==> src/rtl/alsu_pipe.sv <==
// alsu_pipe: parametrised two-stage arithmetic/logic/shift unit with illegal-op reporting.
// Latency: operands sampled at edge k produce out/out_valid after edge k+1; one op per cycle.
// Backpressure: none; every in_valid is accepted, and idle cycles hold all result state.
//
// Ports:
//   clk, rst                 rising-edge clock, asynchronous active-high reset
//   in_valid                 qualifies A, B, opcode and all control bits this cycle
//   A, B                     WIDTH-bit unsigned operands
//   opcode                   000 AND, 001 XOR, 010 ADD, 011 MUL, 100 SHIFT, 101 ROTATE, 11x illegal
//   cin, serial_in           ADD carry-in, SHIFT fill bit
//   direction                1 = left, 0 = right (SHIFT/ROTATE)
//   red_op_A, red_op_B       reduce one operand to a single bit (AND/XOR only)
//   bypass_A, bypass_B       pass an operand straight to out
//   out, out_valid           registered 2*WIDTH-bit result and its update strobe
//   err, leds, err_count     illegal-op flag, toggle pattern, saturating illegal-op count

module alsu_pipe #(
  parameter int    WIDTH          = 3,
  parameter string INPUT_PRIORITY = "A",
  parameter string FULL_ADDER     = "ON"
) (
  input  logic                 clk,
  input  logic                 rst,
  input  logic                 in_valid,
  input  logic [WIDTH-1:0]     A,
  input  logic [WIDTH-1:0]     B,
  input  logic [2:0]           opcode,
  input  logic                 cin,
  input  logic                 serial_in,
  input  logic                 direction,
  input  logic                 red_op_A,
  input  logic                 red_op_B,
  input  logic                 bypass_A,
  input  logic                 bypass_B,
  output logic [2*WIDTH-1:0]   out,
  output logic                 out_valid,
  output logic                 err,
  output logic [15:0]          leds,
  output logic [7:0]           err_count
);

  localparam int OUT_W  = 2 * WIDTH;
  localparam bit PRIO_A = (INPUT_PRIORITY == "A");
  localparam bit USE_CIN = (FULL_ADDER == "ON");

  localparam logic [2:0] OP_AND = 3'b000;
  localparam logic [2:0] OP_XOR = 3'b001;
  localparam logic [2:0] OP_ADD = 3'b010;
  localparam logic [2:0] OP_MUL = 3'b011;
  localparam logic [2:0] OP_SHF = 3'b100;
  localparam logic [2:0] OP_ROT = 3'b101;

  // ---------------------------------------------------------------------------
  // Stage 1: input capture. Operand registers only load on in_valid so that an
  // idle cycle never disturbs what stage 2 would see.
  // ---------------------------------------------------------------------------
  logic             s1_valid;
  logic [WIDTH-1:0] s1_a;
  logic [WIDTH-1:0] s1_b;
  logic [2:0]       s1_opcode;
  logic             s1_cin;
  logic             s1_serial;
  logic             s1_dir;
  logic             s1_red_a;
  logic             s1_red_b;
  logic             s1_byp_a;
  logic             s1_byp_b;

  always_ff @(posedge clk or posedge rst) begin
    if (rst) begin
      s1_valid  <= 1'b0;
      s1_a      <= '0;
      s1_b      <= '0;
      s1_opcode <= '0;
      s1_cin    <= 1'b0;
      s1_serial <= 1'b0;
      s1_dir    <= 1'b0;
      s1_red_a  <= 1'b0;
      s1_red_b  <= 1'b0;
      s1_byp_a  <= 1'b0;
      s1_byp_b  <= 1'b0;
    end else begin
      s1_valid <= in_valid;
      if (in_valid) begin
        s1_a      <= A;
        s1_b      <= B;
        s1_opcode <= opcode;
        s1_cin    <= cin;
        s1_serial <= serial_in;
        s1_dir    <= direction;
        s1_red_a  <= red_op_A;
        s1_red_b  <= red_op_B;
        s1_byp_a  <= bypass_A;
        s1_byp_b  <= bypass_B;
      end
    end
  end

  // ---------------------------------------------------------------------------
  // Stage 2 combinational result.
  // ---------------------------------------------------------------------------
  logic [OUT_W-1:0] a_ext;
  logic [OUT_W-1:0] b_ext;
  logic [OUT_W-1:0] cin_ext;
  logic             bypass_any;
  logic             bypass_pick_a;
  logic             red_any;
  logic             red_pick_a;
  logic             op_illegal;
  logic [WIDTH-1:0] logic_bw;
  logic             logic_red;
  logic [OUT_W-1:0] nxt_out;
  logic             nxt_err;

  // OUT_W is exactly twice WIDTH, so a WIDTH-wide zero pad extends an operand.
  assign a_ext   = {{WIDTH{1'b0}}, s1_a};
  assign b_ext   = {{WIDTH{1'b0}}, s1_b};
  assign cin_ext = {{(OUT_W-1){1'b0}}, s1_cin & USE_CIN};

  // When both select bits are set the priority parameter breaks the tie.
  assign bypass_any    = s1_byp_a | s1_byp_b;
  assign bypass_pick_a = s1_byp_a & (~s1_byp_b | PRIO_A);
  assign red_any       = s1_red_a | s1_red_b;
  assign red_pick_a    = s1_red_a & (~s1_red_b | PRIO_A);

  // Reduction bits are only meaningful for AND/XOR; with any other opcode they
  // mark the operation illegal, as do the two unused opcodes.
  assign op_illegal = (s1_opcode[2:1] == 2'b11) ||
                      (red_any && (s1_opcode != OP_AND) && (s1_opcode != OP_XOR));

  always_comb begin
    logic_bw  = '0;
    logic_red = 1'b0;
    nxt_out   = '0;
    nxt_err   = 1'b0;

    if (s1_opcode == OP_AND) begin
      logic_bw  = s1_a & s1_b;
      logic_red = red_pick_a ? (&s1_a) : (&s1_b);
    end else begin
      logic_bw  = s1_a ^ s1_b;
      logic_red = red_pick_a ? (^s1_a) : (^s1_b);
    end

    if (bypass_any) begin
      nxt_out = bypass_pick_a ? a_ext : b_ext;
    end else if (op_illegal) begin
      nxt_out = '0;
      nxt_err = 1'b1;
    end else begin
      case (s1_opcode)
        OP_AND, OP_XOR: begin
          if (red_any) nxt_out = {{(OUT_W-1){1'b0}}, logic_red};
          else         nxt_out = {{WIDTH{1'b0}}, logic_bw};
        end
        OP_ADD: nxt_out = a_ext + b_ext + cin_ext;
        OP_MUL: nxt_out = a_ext * b_ext;
        // Shift and rotate act on the registered result, so consecutive
        // shifts chain and idle cycles in between leave out untouched.
        OP_SHF: begin
          if (s1_dir) nxt_out = {out[OUT_W-2:0], s1_serial};
          else        nxt_out = {s1_serial, out[OUT_W-1:1]};
        end
        OP_ROT: begin
          if (s1_dir) nxt_out = {out[OUT_W-2:0], out[OUT_W-1]};
          else        nxt_out = {out[0], out[OUT_W-1:1]};
        end
        default: nxt_out = '0;
      endcase
    end
  end

  // ---------------------------------------------------------------------------
  // Stage 2 registers.
  // ---------------------------------------------------------------------------
  always_ff @(posedge clk or posedge rst) begin
    if (rst) begin
      out       <= '0;
      out_valid <= 1'b0;
      err       <= 1'b0;
      leds      <= '0;
      err_count <= '0;
    end else begin
      out_valid <= s1_valid;
      if (s1_valid) begin
        out <= nxt_out;
        err <= nxt_err;
        if (nxt_err) begin
          leds <= ~leds;
          if (err_count != 8'hFF) err_count <= err_count + 8'd1;
        end
      end
    end
  end

endmodule

==> config.mk <==
export PLATFORM = sky130hd
export DESIGN_NAME = alsu_pipe
export DESIGN_NICKNAME = d
export VERILOG_FILES = /design/src/rtl/alsu_pipe.sv
export SDC_FILE = /design/constraint.sdc
export NUM_CORES = 1
export LEC_CHECK = 0
export BUFFER_PORTS_ARGS = -buffer_cell sky130_fd_sc_hd__buf_2
export CORE_ASPECT_RATIO = 1.25
export CORE_MARGIN = 4
export CORE_UTILIZATION = 59
export CTS_CLUSTER_SIZE = 16
export DETAILED_ROUTE_END_ITERATION = 6
export GPL_ROUTABILITY_DRIVEN = 0
export PLACE_DENSITY_LB_ADDON = 0.15
export SETUP_SLACK_MARGIN = 0.3
export SLEW_MARGIN = 20
export SYNTH_ARGS = -nofsm -noshare
export SYNTH_HDL_FRONTEND = slang
export SYNTH_SLANG_ARGS = --single-unit
==> constraint.sdc <==
create_clock -name clk -period 6.1 [get_ports clk]
set_clock_uncertainty 0.1 [all_clocks]
set_input_delay 0.305 -clock clk [delete_from_list [all_inputs] [get_ports clk]]
set_output_delay 0.305 -clock clk [all_outputs]
set_load 0.02 [all_outputs]
## After elaboration in Yosys (flattened, before gate mapping)

Index checks and enable logic that the tools add are counted.

- Multiply operators: 1
- Mux-type cells: 13
- Reduce and logical (&&, ||, !) cells: 12
- Add/sub/neg operators: 3
- Bitwise gates (word level): 5
- Equality and inequality tests: 8

Operators by type and width:

| kind | number |
|---|---|
| case mux 6 bit (5 select lines) | 1 |
| 2-to-1 mux 6 bit | 4 |
| inverter 16 bit | 1 |
| 2-to-1 mux 3 bit | 3 |
| AND reduction 3 bit | 3 |
| adder 8 x 1 -> 8 bit, second input constant | 1 |
| != test 8 bit, second input constant | 1 |
| equality test 3 x 2 -> 1 bit, second input constant | 2 |
| equality test 3 bit, second input constant | 2 |
| multiplier 3 x 3 -> 6 bit | 1 |
| XOR reduction 3 bit | 2 |
| adder 4 x 1 -> 5 bit | 1 |
| 2-to-1 mux 1 bit | 5 |
| adder 3 x 3 -> 4 bit | 1 |
| bitwise AND 3 bit | 1 |
| equality test 3 x 1 -> 1 bit, second input constant | 1 |
| logical NOT 3 bit | 1 |
| != test 3 x 1 -> 1 bit, second input constant | 1 |
| nonzero test 3 bit | 1 |
| bitwise XOR 3 bit | 1 |
| equality test 2 bit, second input constant | 1 |
| logical AND 1 bit | 2 |
| bitwise OR 1 bit | 2 |
| AND reduction 2 bit | 1 |
| 2 further kinds | 2 |

- Register bits: 49
- Input port bits: 19
- Output and inout port bits: 32

## Longest topological paths before layout

Gate-level depths: netlist (run 1).

- Depth in word-level cells: 7
- Depth in mapped cells: 9

## Worst setup path before layout (run 1)

OpenSTA, ideal clock, no wires.

- Path kind: register to register
- Start point: register s1_a[1]
- End point: register out[4]
- Setup time: 83 ps
- Cell stages (with the launch flop): 10
- Buffers on the path: 0
- Arrival: 2205 ps
- Setup slack: 3712 ps
- Clock period less this slack: 2388 ps
- Cells stage by stage: dfrtp_1 -> ha_1 -> xnor2_1 -> ha_1 -> ha_1 -> fa_1 -> xnor2_1 -> o32ai_1 -> nand4_1 -> o21ai_0

- Longest elaborated chain between the ends: 5
- Elaborated cells on any way between the ends: 6
- Those cells by class: 2 x add/sub; 1 x mul; 3 x mux

RTL lines:

| item | line | RTL |
|---|---|---|
| start: declaration | 58 | `logic [WIDTH-1:0] s1_a;` |
| start signal: assignment | 72 | `s1_a <= '0;` |
| start signal: assignment | 85 | `s1_a <= A;` |
| adder 3 x 3 -> 4 bit | 156 | `OP_ADD: nxt_out = a_ext + b_ext + cin_ext;` |
| adder 4 x 1 -> 5 bit | 156 |  |
| case mux 6 bit (5 select lines) * | 151 | `case (s1_opcode)` |
| 2-to-1 mux 6 bit * | 147 | `end else if (op_illegal) begin` |
| 2-to-1 mux 6 bit * | 145 | `if (bypass_any) begin` |
| end signal: assignment | 186 | `out <= nxt_out;` |
| end: declaration | 35 | `output logic [2*WIDTH-1:0] out,` |

Every way passes the cells marked *; elsewhere a longest branch is shown, timed or not.
A chain may end at the register's enable or synchronous reset.

## Worst setup path after layout (run 1)

Ends and elaborated chain as after synthesis.

==> results of run 1 <==
sequential cells by signal (all words and copies together) (netlist names):
register and cells:
s1_b 3, s1_opcode 3, s1_cin 1, s1_valid 1, out 6, out_valid 1, s1_dir 1, err_count 8
s1_red_b 1, err 1, s1_a 3, red_pick_a 1, leds 16, s1_serial 1, bypass_pick_a 1, s1_byp_b 1
synth_stat cells, types with 3 or more instances:
cell type and count:
nor2_1 11, ha_1 13, clkbuf_1 4, and2_1 5
nor4_1 3, mux2i_1 11, xnor2_1 20, nand2_1 7
a21oi_1 3, o21ai_0 7, nand2b_1 3, a211oi_1 4
nand3_1 3, xor2_1 8, dfrtp_1 49, inv_1 7
fa_1 3, mux2_2 15
cell usage in the layout, fill, tap and decap left out, types with 2 or more instances in the layout:
cell | Yosys | routed
a211oi_1 | 4 | 4
a21o_1 | 2 | 2
a21oi_1 | 3 | 3
a221oi_1 | 2 | 2
a22o_1 | 2 | 2
and2_1 | 5 | 5
buf_2 | 2 | 50
clkbuf_8 | 0 | 5
dfrtp_1 | 49 | 49
fa_1 | 3 | 3
ha_1 | 13 | 13
inv_1 | 7 | 6
inv_6 | 0 | 2
mux2_2 | 15 | 15
mux2i_1 | 11 | 11
nand2_1 | 7 | 7
nand2b_1 | 3 | 3
nand3_1 | 3 | 3
nand4_1 | 2 | 2
nor2_1 | 11 | 11
nor2b_1 | 2 | 2
nor4_1 | 3 | 3
o211ai_1 | 2 | 2
o21ai_0 | 7 | 7
o32ai_1 | 2 | 2
xnor2_1 | 20 | 20
xor2_1 | 8 | 8
layout make-up:
class                      count  area, um^2  area share (%)
inverter                       7        27.5           0.939
multi-input combinational    149        1260            42.9
sequential                    49        1230            41.8
tap                           56        70.1            2.39
clock buffer                   5        68.8            2.35
clock inverter                 3        25.0           0.854
timing repair buffer          51         258            8.79
worst paths after layout:
check	startpoint	end	slack, ns
hold / removal	rst	leds[14]	0.03
setup / recovery	s1_a[1]	out[4]	3.50
setup reg to reg	s1_a[1]	out[4]	3.50
hold reg to reg	leds[1]	leds[1]	0.37
max in group asynchronous	rst	out[2]	5.39
min in group clk	opcode[0]	s1_opcode[0]	0.10
worst reg2reg max path, stage by stage, from the launching register on:
cell and delay [ns]:
dfrtp_1 0.49, ha_1 0.27, xnor2_1 0.19, ha_1 0.26, ha_1 0.23, fa_1 0.38
xnor2_1 0.14, o32ai_1 0.28, nand4_1 0.12, o21ai_0 0.09
routing by layer:
layer	wire length [um]	GRT usage, %
met1	2160	27.0
met5	0	0
met3	286	4.65
met4	203	12.4
met2	2720	37.6
power groups by stage:
stage	logic, W	clock network, W	registers, W
3_5_place_dp	0.000363	0	0.000493
6_report	0.000357	0.000199	0.000490
4_1_cts	0.000362	0.000206	0.000490
5_1_grt	0.000391	0.000217	0.000507
3_3_place_gp	0.000350	0	0.000493
2_1_floorplan	0.000162	0	0.000570
per-stage QoR:
step | hold slack (ns) | util [%] | setup WS [ns]
floorplan | 0.236 | - | 3.71
finish | 0.0278 | 71.0 | 3.50
CTS | 0.0901 | 70.9 | 3.50
global route | 0.0929 | 71.0 | 3.31
detailed placement | 0.360 | 68.7 | 3.53
global placement | 0.355 | 68.7 | 3.62
kinds of logic after synthesis:
family | count (synthesis) | synth area share (%)
flops | 49 | 48.0
mux | 26 | 10.9
compound gates | 36 | 10.4
xor+xnor | 28 | 9.59
buf+inv | 15 | 2.89
simple gates | 42 | 9.10
fa+ha+maj | 17 | 9.10
==> metrics, run 1 <==
Worst Tran Pin Value 0.820 ns; Final TNS setup 0 ns; fillcell total 330; root buffer cell clkbuf_8; CTS tree yes; relative slew slack 45.3%; Seq/Total Area, Yosys 48.0%; placed cell area 2840 um^2; Pint 0.000645 W; Distinct cells, synth 46; WP data required 6.23 ns; htree depth 2; final non-filler cell total 320; final wirelength 5370 um; Mapped Avg Cell Area 12.0 um^2; vias per cell 5.66; Async S/R FF share, synth 100%; Area Growth Syn to Fin 14.7%; yosys warns 0; die area 5460 um^2; Logic pwr share 34.1%; ys flop type dfrtp_1; final hold vios 0; Clock Power Share 19.1%; Clock Sinks 49; largest net degree at the start of global routing 50; power density over the cells 357 nW/um^2; gr ovfl total 0; Sw Ratio 38.3%; first drt pass iteration count 4; critical path, cell by cell ha_1 -> xnor2_1 -> ha_1 -> ha_1 -> fa_1 -> xnor2_1 -> o32ai_1 -> nand4_1 -> o21ai_0; share of the synthesized area in the top cell type 48.0%; first-pass GRT wire length 9110 um; critical path fanouts, max 8; Psw 0.000400 W; highest-delay cell along the critical path dfrtp_1; Hold WC Path Type input port to asynchronous set/reset pin; DR iter-0 viols 87; share of cells above drive strength 1 30.3%; Die Span X 66.9 um; I/O Buffers 50; Critical Path Source Type register; Synth area leader dfrtp_1; Max VDD drop 0.316 mV; CP peak stage delay 0.49 ns; Flop pwr share 46.8%; GRT Total Usage 22.5%; R2R cell count 9; num rows 26; critical path data arrival time 2.73 ns; antenna cell count 0; Core ar. 4130 um^2; nets 298; routed len/inst 16.8 um; DR DRC count 0; setup violators final 0; CTS clk-pin slew, worst paths 0.10 ns; delay-heaviest family, CP adder cells; fin. max-slew vios 0; Initial Util 61.9%; Placed Cells 312; post-synthesis instance total 213; Most common cell on crit path ha_1; fin crit period 2.60 ns; ANT nets after route 0; period utilization 42.7%; CTS Buf Count 5; unrepaired setup endpoints after global routing false; antenna violations before repair 0; CP Depth 9; cts-stage hold buffer count 0; via count 1810; die height 81.6 um; status complete, no violations; vias in the first global route 1922; number of synthesized flops with an enable pin 0; CTS max path bufs 2; Post-Synthesis Net Count 248; postcts setup bufs 0; register bit total from synthesis 49; Synth Cell Area 2560 um^2; # Max-Cap Violations 0; WP buf/inv 0; post-DP HPWL 3920 um; finished layout cell area 2930 um^2; leakage power 1.40 nW; Setup CP Type register to register; Setup crit end kind register; top post-synthesis cells by area dfrtp_1 (48%), xnor2_1 (6.9%), mux2_2 (6.6%), ha_1 (6.4%), mux2i_1 (4.3%); FMAX 384 MHz; PostCTS Resize Cnt 0; Ports 51; Power Total 0.00105 W; worst skew pair latency 0.30 ns
Note: power is estimated with default switching activity, not from simulation.
==> inputs of run 2 (changes only) <==
CORE_UTILIZATION = 49   (was 59)
clock period = 2.2 ns   (was 6.1 ns; I/O delays follow)
==> metrics, run 2 (synthesis results as in run 1) <==
status finished, violations left; failing checks negative setup slack; commonest non-fill, non-tap cell in the layout buf_2; routed len/inst 15.5 um (-7.3%); final worst slack -0.0933 ns (-3.59 ns); # Max-Cap Violations 0 (unchanged); antenna violations before repair 0 (unchanged); via count 1922 (+6.2%); gr ovfl total 0 (unchanged); share of cells above drive strength 1 38.6% (+8.3 points); antenna cell count 0 (unchanged); die height 88.8 um (+8.8%); CTS clk-pin slew, worst paths 0.09 ns (about the same); CTS max path bufs 2 (unchanged); power density over the cells 904 nW/um^2 (+150%); WP data required 2.32 ns (-3.91 ns); relative slew slack 65.0% (+20 points); period utilization 104% (+62 points); vias in the first global route 1989 (+3.5%); Worst Tran Pin Value 0.525 ns (-0.295 ns); root buffer cell clkbuf_8; Hold WC Path Type input port to register; die area 6440 um^2 (+18%); CTS Buf Count 5 (unchanged); DR DRC count 0 (unchanged); Setup CP Type register to register; Area Growth Syn to Fin 30.7%; Ports 51 (unchanged); I/O Buffers 50 (unchanged); post-DP HPWL 4040 um (+3.0%); setup violators final 2 (+2); critical path, cell by cell ha_4 -> xnor2_2 -> ha_1 -> ha_2 -> fa_2 -> xnor2_1 -> o32ai_1 -> nand4_1 -> o21ai_1; vias per cell 5.38 (-4.8%); FMAX 436 MHz (+14%); htree depth 2 (unchanged); CTS tree yes; Clock Sinks 49 (unchanged); DR iter-0 viols 141 (+62%); commonest non-fill, non-tap cells in the layout buf_2 (50), dfrtp_1 (45), xnor2_1 (19), dlygate4sd3_1 (17), mux2_2 (15); first drt pass iteration count 4 (unchanged); ANT nets after route 0 (unchanged); Largest Register leds; critical path fanouts, max 2 (-6); CP Launch Point s1_a[1]; hold_sp in_valid; first-pass GRT wire length 9570 um (+5.0%); Max VDD drop 0.717 mV (+130%); unrepaired setup endpoints after global routing true; leakage power 1.54 nW (+11%); CP peak stage delay 0.43 ns (-0.06 ns); Initial Util 50.3% (-12 points); fin. max-slew vios 0 (unchanged); Setup crit end kind register; critical path data arrival time 2.42 ns (-0.31 ns); largest net degree at the start of global routing 22 (-56%); highest-delay cell along the critical path dfrtp_2; nets 329 (+10%); final wirelength 5550 um (+3.4%); GRT Total Usage 19.0% (-3.5 points); max reg flops 16 (unchanged); Crit Reg-Reg Startpoint s1_a[1]; final hold vios 0 (unchanged); Die Span X 72.6 um (+8.6%); Core ar. 5080 um^2 (+23%); Power Total 0.00302 W (+190%); num rows 29 (+12%); biggest regs leds: 16 flops, err_count: 8 flops, out: 6 flops; Critical Path Source Type register; fin crit period 2.29 ns (-0.312 ns); Placement Setup Slack -0.114 ns (-3.64 ns); worst skew pair latency 0.30 ns (about the same)
-- run 2: changes by cell type in the layout (fill, tap and decap cells not counted), sizes merged --
cell | previous run | this run
dlygate4sd3 | 0 | 17
buf | 51 | 65
clkbuf | 5 | 6
clkinvlp | 1 | 0
-- run 2: path summary, 6_finish.rpt --
check,slack [ns],to,depth (start not counted)
worst min-delay path,0.05,s1_valid,1
max in group asynchronous,1.20,s1_opcode[2],4
min in group asynchronous,0.20,leds[8],3
worst max register to register,-0.09,out[4],9
worst max-delay path,-0.09,out[4],9
worst min register to register,0.37,leds[4],1
-- run 2: critical path, delay by kind of cell (launching register included) --
kind / cells / cell delay, ns
compound gates: 2 / 0.33
fa+ha+maj: 4 / 0.97
flops: 1 / 0.43
simple gates: 1 / 0.12
xor+xnor: 2 / 0.26
-- run 2: layout make-up --
cell class,count,area [um^2]
fillers,396,1740
multi-input cells,149,1370
flip-flops and latches,49,1230
repair buffers,82,537
clock buffers,6,82.6
well taps,62,77.6
inverters,7,26.3
clock inverters,2,17.5
-- run 2: through the flow --
step | std cells | TNS (ns) | hold slack, ns | utilization (%) | cell area [um^2]
after floorplan | 213 | -0.0701 | 0.0414 | - | 2580
after global placement | 329 | -0.0842 | -0.0265 | 58.1 | 2950
after detailed placement | 329 | -0.248 | -0.0175 | 58.1 | 2950
after CTS | 356 | -0.245 | 0.0480 | 64.0 | 3250
after global routing | 357 | -0.357 | 0.0595 | 65.8 | 3340
final | 357 | -0.170 | 0.0521 | 65.8 | 3340
-- run 2: layer usage --
layer	wire length, um	vias to the layer above	track usage [%]	part of all wire (%)
met4	77	0	5.87	1.4
met3	218	8	3.30	3.9
met5	0	-	0	0
met2	2870	51	31.9	52
li1	-	919	-	-
met1	2390	944	25.2	43
-- run 2: repair_timing --
action,4_1_cts,5_1_grt
endpoints found under the setup margin,5,8
hold buffers,17,0
resized for setup,6,11
endpoints found under the hold margin,29,0
buffers inserted,2,1
pin swaps,5,3
-- run 2: where the power goes --
part | internal [W] | total (W) | leakage, nW | switching, W
Combinational | 0.000508 | 0.00112 | 0.899 | 0.000607
Sequential | 0.00113 | 0.00135 | 0.594 | 0.000215
Clock | 0.000261 | 0.000560 | 0.0518 | 0.000299
==> inputs of run 3 (changes only) <==
--- a/constraint.sdc
+++ b/constraint.sdc
@@ -4,2 +4,2 @@
 set_output_delay 0.11 -clock clk [all_outputs]
-set_load 0.02 [all_outputs]
+set_load 0.05 [all_outputs]
==> metrics, run 3 (synthesis results as in run 1) <==
routed len/inst 15.7 um (+1.2%); fin crit period 2.31 ns (+0.0209 ns); DR DRC count 0 (unchanged); antenna cell count 0 (unchanged); post-DP HPWL 4010 um (-0.72%); hold_sp in_valid; Setup crit end kind register; final wirelength 5630 um (+1.4%); failing checks negative setup slack; share of cells above drive strength 1 38.9% (+0.21 points); status finished, violations left; vias in the first global route 1961 (-1.4%); relative slew slack 46.4% (-19 points); I/O Buffers 50 (unchanged); commonest non-fill, non-tap cell in the layout buf_2; Clock Sinks 49 (unchanged); CP peak stage delay 0.44 ns (about the same); highest-delay cell along the critical path dfrtp_2; antenna violations before repair 0 (unchanged); GRT Total Usage 19.1% (+0.12 points); leakage power 1.55 nW (+0.47%); critical path fanouts, max 2 (unchanged); Initial Util 50.3% (unchanged); root buffer cell clkbuf_8; Worst Tran Pin Value 0.803 ns (+0.278 ns); Max VDD drop 0.996 mV (+39%); via count 1914 (-0.42%); CTS Buf Count 5 (unchanged); fillcell total 400 (+1.0%); CTS tree yes; nets 330 (+0.30%); first-pass GRT wire length 9450 um (-1.2%); CP Launch Point s1_b[1]; power density over the cells 1070 nW/um^2 (+18%); DR iter-0 viols 88 (-38%); Core ar. 5080 um^2 (unchanged); CTS clk-pin slew, worst paths 0.09 ns (about the same); fin. max-slew vios 0 (unchanged); WHS Path Cells 1 (unchanged); max reg flops 16 (unchanged); Setup CP Type register to register; commonest non-fill, non-tap cells in the layout buf_2 (50), dfrtp_1 (42), xnor2_1 (19), dlygate4sd3_1 (17), mux2_2 (15); WP data required 2.33 ns (about the same); ANT nets after route 0 (unchanged); num rows 29 (unchanged); first drt pass iteration count 4 (unchanged); worst skew pair latency 0.31 ns (about the same); unrepaired setup endpoints after global routing true; biggest regs leds: 16 flops, err_count: 8 flops, out: 6 flops; final worst slack -0.114 ns (-0.0209 ns); die area 6440 um^2 (unchanged); Ports 51 (unchanged); gr ovfl total 0 (unchanged); Area Growth Syn to Fin 31.2%; Placement Setup Slack -0.167 ns (-0.0533 ns); Crit Reg-Reg Startpoint s1_b[1]; setup violators final 3 (+1); FMAX 432 MHz (-0.91%); CTS max path bufs 2 (unchanged); Critical Path Source Type register; largest net degree at the start of global routing 41 (+86%); Power Total 0.00358 W (+19%); critical path, cell by cell ha_4 -> xnor2_2 -> ha_1 -> ha_2 -> fa_2 -> xnor2_1 -> o32ai_1 -> nand4_1 -> o21ai_1; vias per cell 5.35 (-0.69%); Largest Register leds; R2R cell count 9 (unchanged); Hold WC Path Type input port to register; # Max-Cap Violations 0 (unchanged); critical path data arrival time 2.44 ns (+0.02 ns); Die Span X 72.6 um (unchanged); final hold vios 0 (unchanged); period utilization 105% (+0.95 points); die height 88.8 um (unchanged); htree depth 2 (unchanged)
-- run 3: cell types whose count changed in the layout (fill, tap and decap cells not counted), sizes merged --
cell,delta
clkbuf,-1
bufinv,+1
clkinvlp,+1
buf,+1
inv,-1
-- run 3: worst paths after layout --
| path | to | slack (ns) |
|---|---|---|
| max | out[4] | -0.11 |
| min | s1_valid | 0.03 |
| max reg2reg | out[4] | -0.11 |
| min reg2reg | leds[7] | 0.37 |
| max in group asynchronous | out[3] | 0.94 |
| min in group asynchronous | out_valid | 0.40 |
-- run 3: repair_timing --
action	4_1_cts	5_1_grt
gates resized for setup	9	7
hold buffers	17	0
setup endpoints to repair	5	8
endpoints found under the hold margin	55	0
pin swaps	11	5
setup buffers	2	0
-- run 3: area by class of cell --
| class | count | area, um^2 | area share, % |
|---|---|---|---|
| clock buffers | 5 | 68.8 | 2.05 |
| clock inverters | 3 | 46.3 | 1.38 |
| inverters | 7 | 26.3 | 0.784 |
| multi-input cells | 149 | 1350 | 40.3 |
| flip-flops and latches | 49 | 1230 | 36.8 |
| well taps | 62 | 77.6 | 2.31 |
| repair buffers | 83 | 548 | 16.3 |
-- run 3: stage by stage --
stage	instance area [um^2]	hold slack, ns	std cells	util (%)	setup TNS [ns]
after floorplan	2590	0.0414	213	-	-0.0752
after detailed placement	2980	0.213	331	58.6	-0.298
after global placement	2980	0.217	331	58.6	-0.131
after CTS	3310	0.0329	358	65.2	-0.322
final	3350	0.0336	358	66.0	-0.243
after global routing	3350	0.0310	358	66.0	-0.462
-- run 3: routing by layer --
metal  GRT usage [%]  up-vias  share of wire, %
met1            24.3      938                43
met3            4.77       10               4.4
met5               0        -                 0
met4            7.38        0               1.8
met2            31.4       46                51
li1                -      920                 -
-- run 3: critical path, delay by kind of cell, from the launching register on --
family / cells / cell delay, ns
AO/OA/AOI/OAI: 2 / 0.33
XOR/XNOR: 2 / 0.26
adder cells (fa/ha/maj): 4 / 0.97
flip-flops: 1 / 0.44
AND/OR/NAND/NOR: 1 / 0.12
-- run 3: report_power, final --
part           internal, W  switching [W]  total (W)
clock network     0.000340       0.000312   0.000652
logic             0.000510        0.00107    0.00158
registers          0.00114       0.000211    0.00135
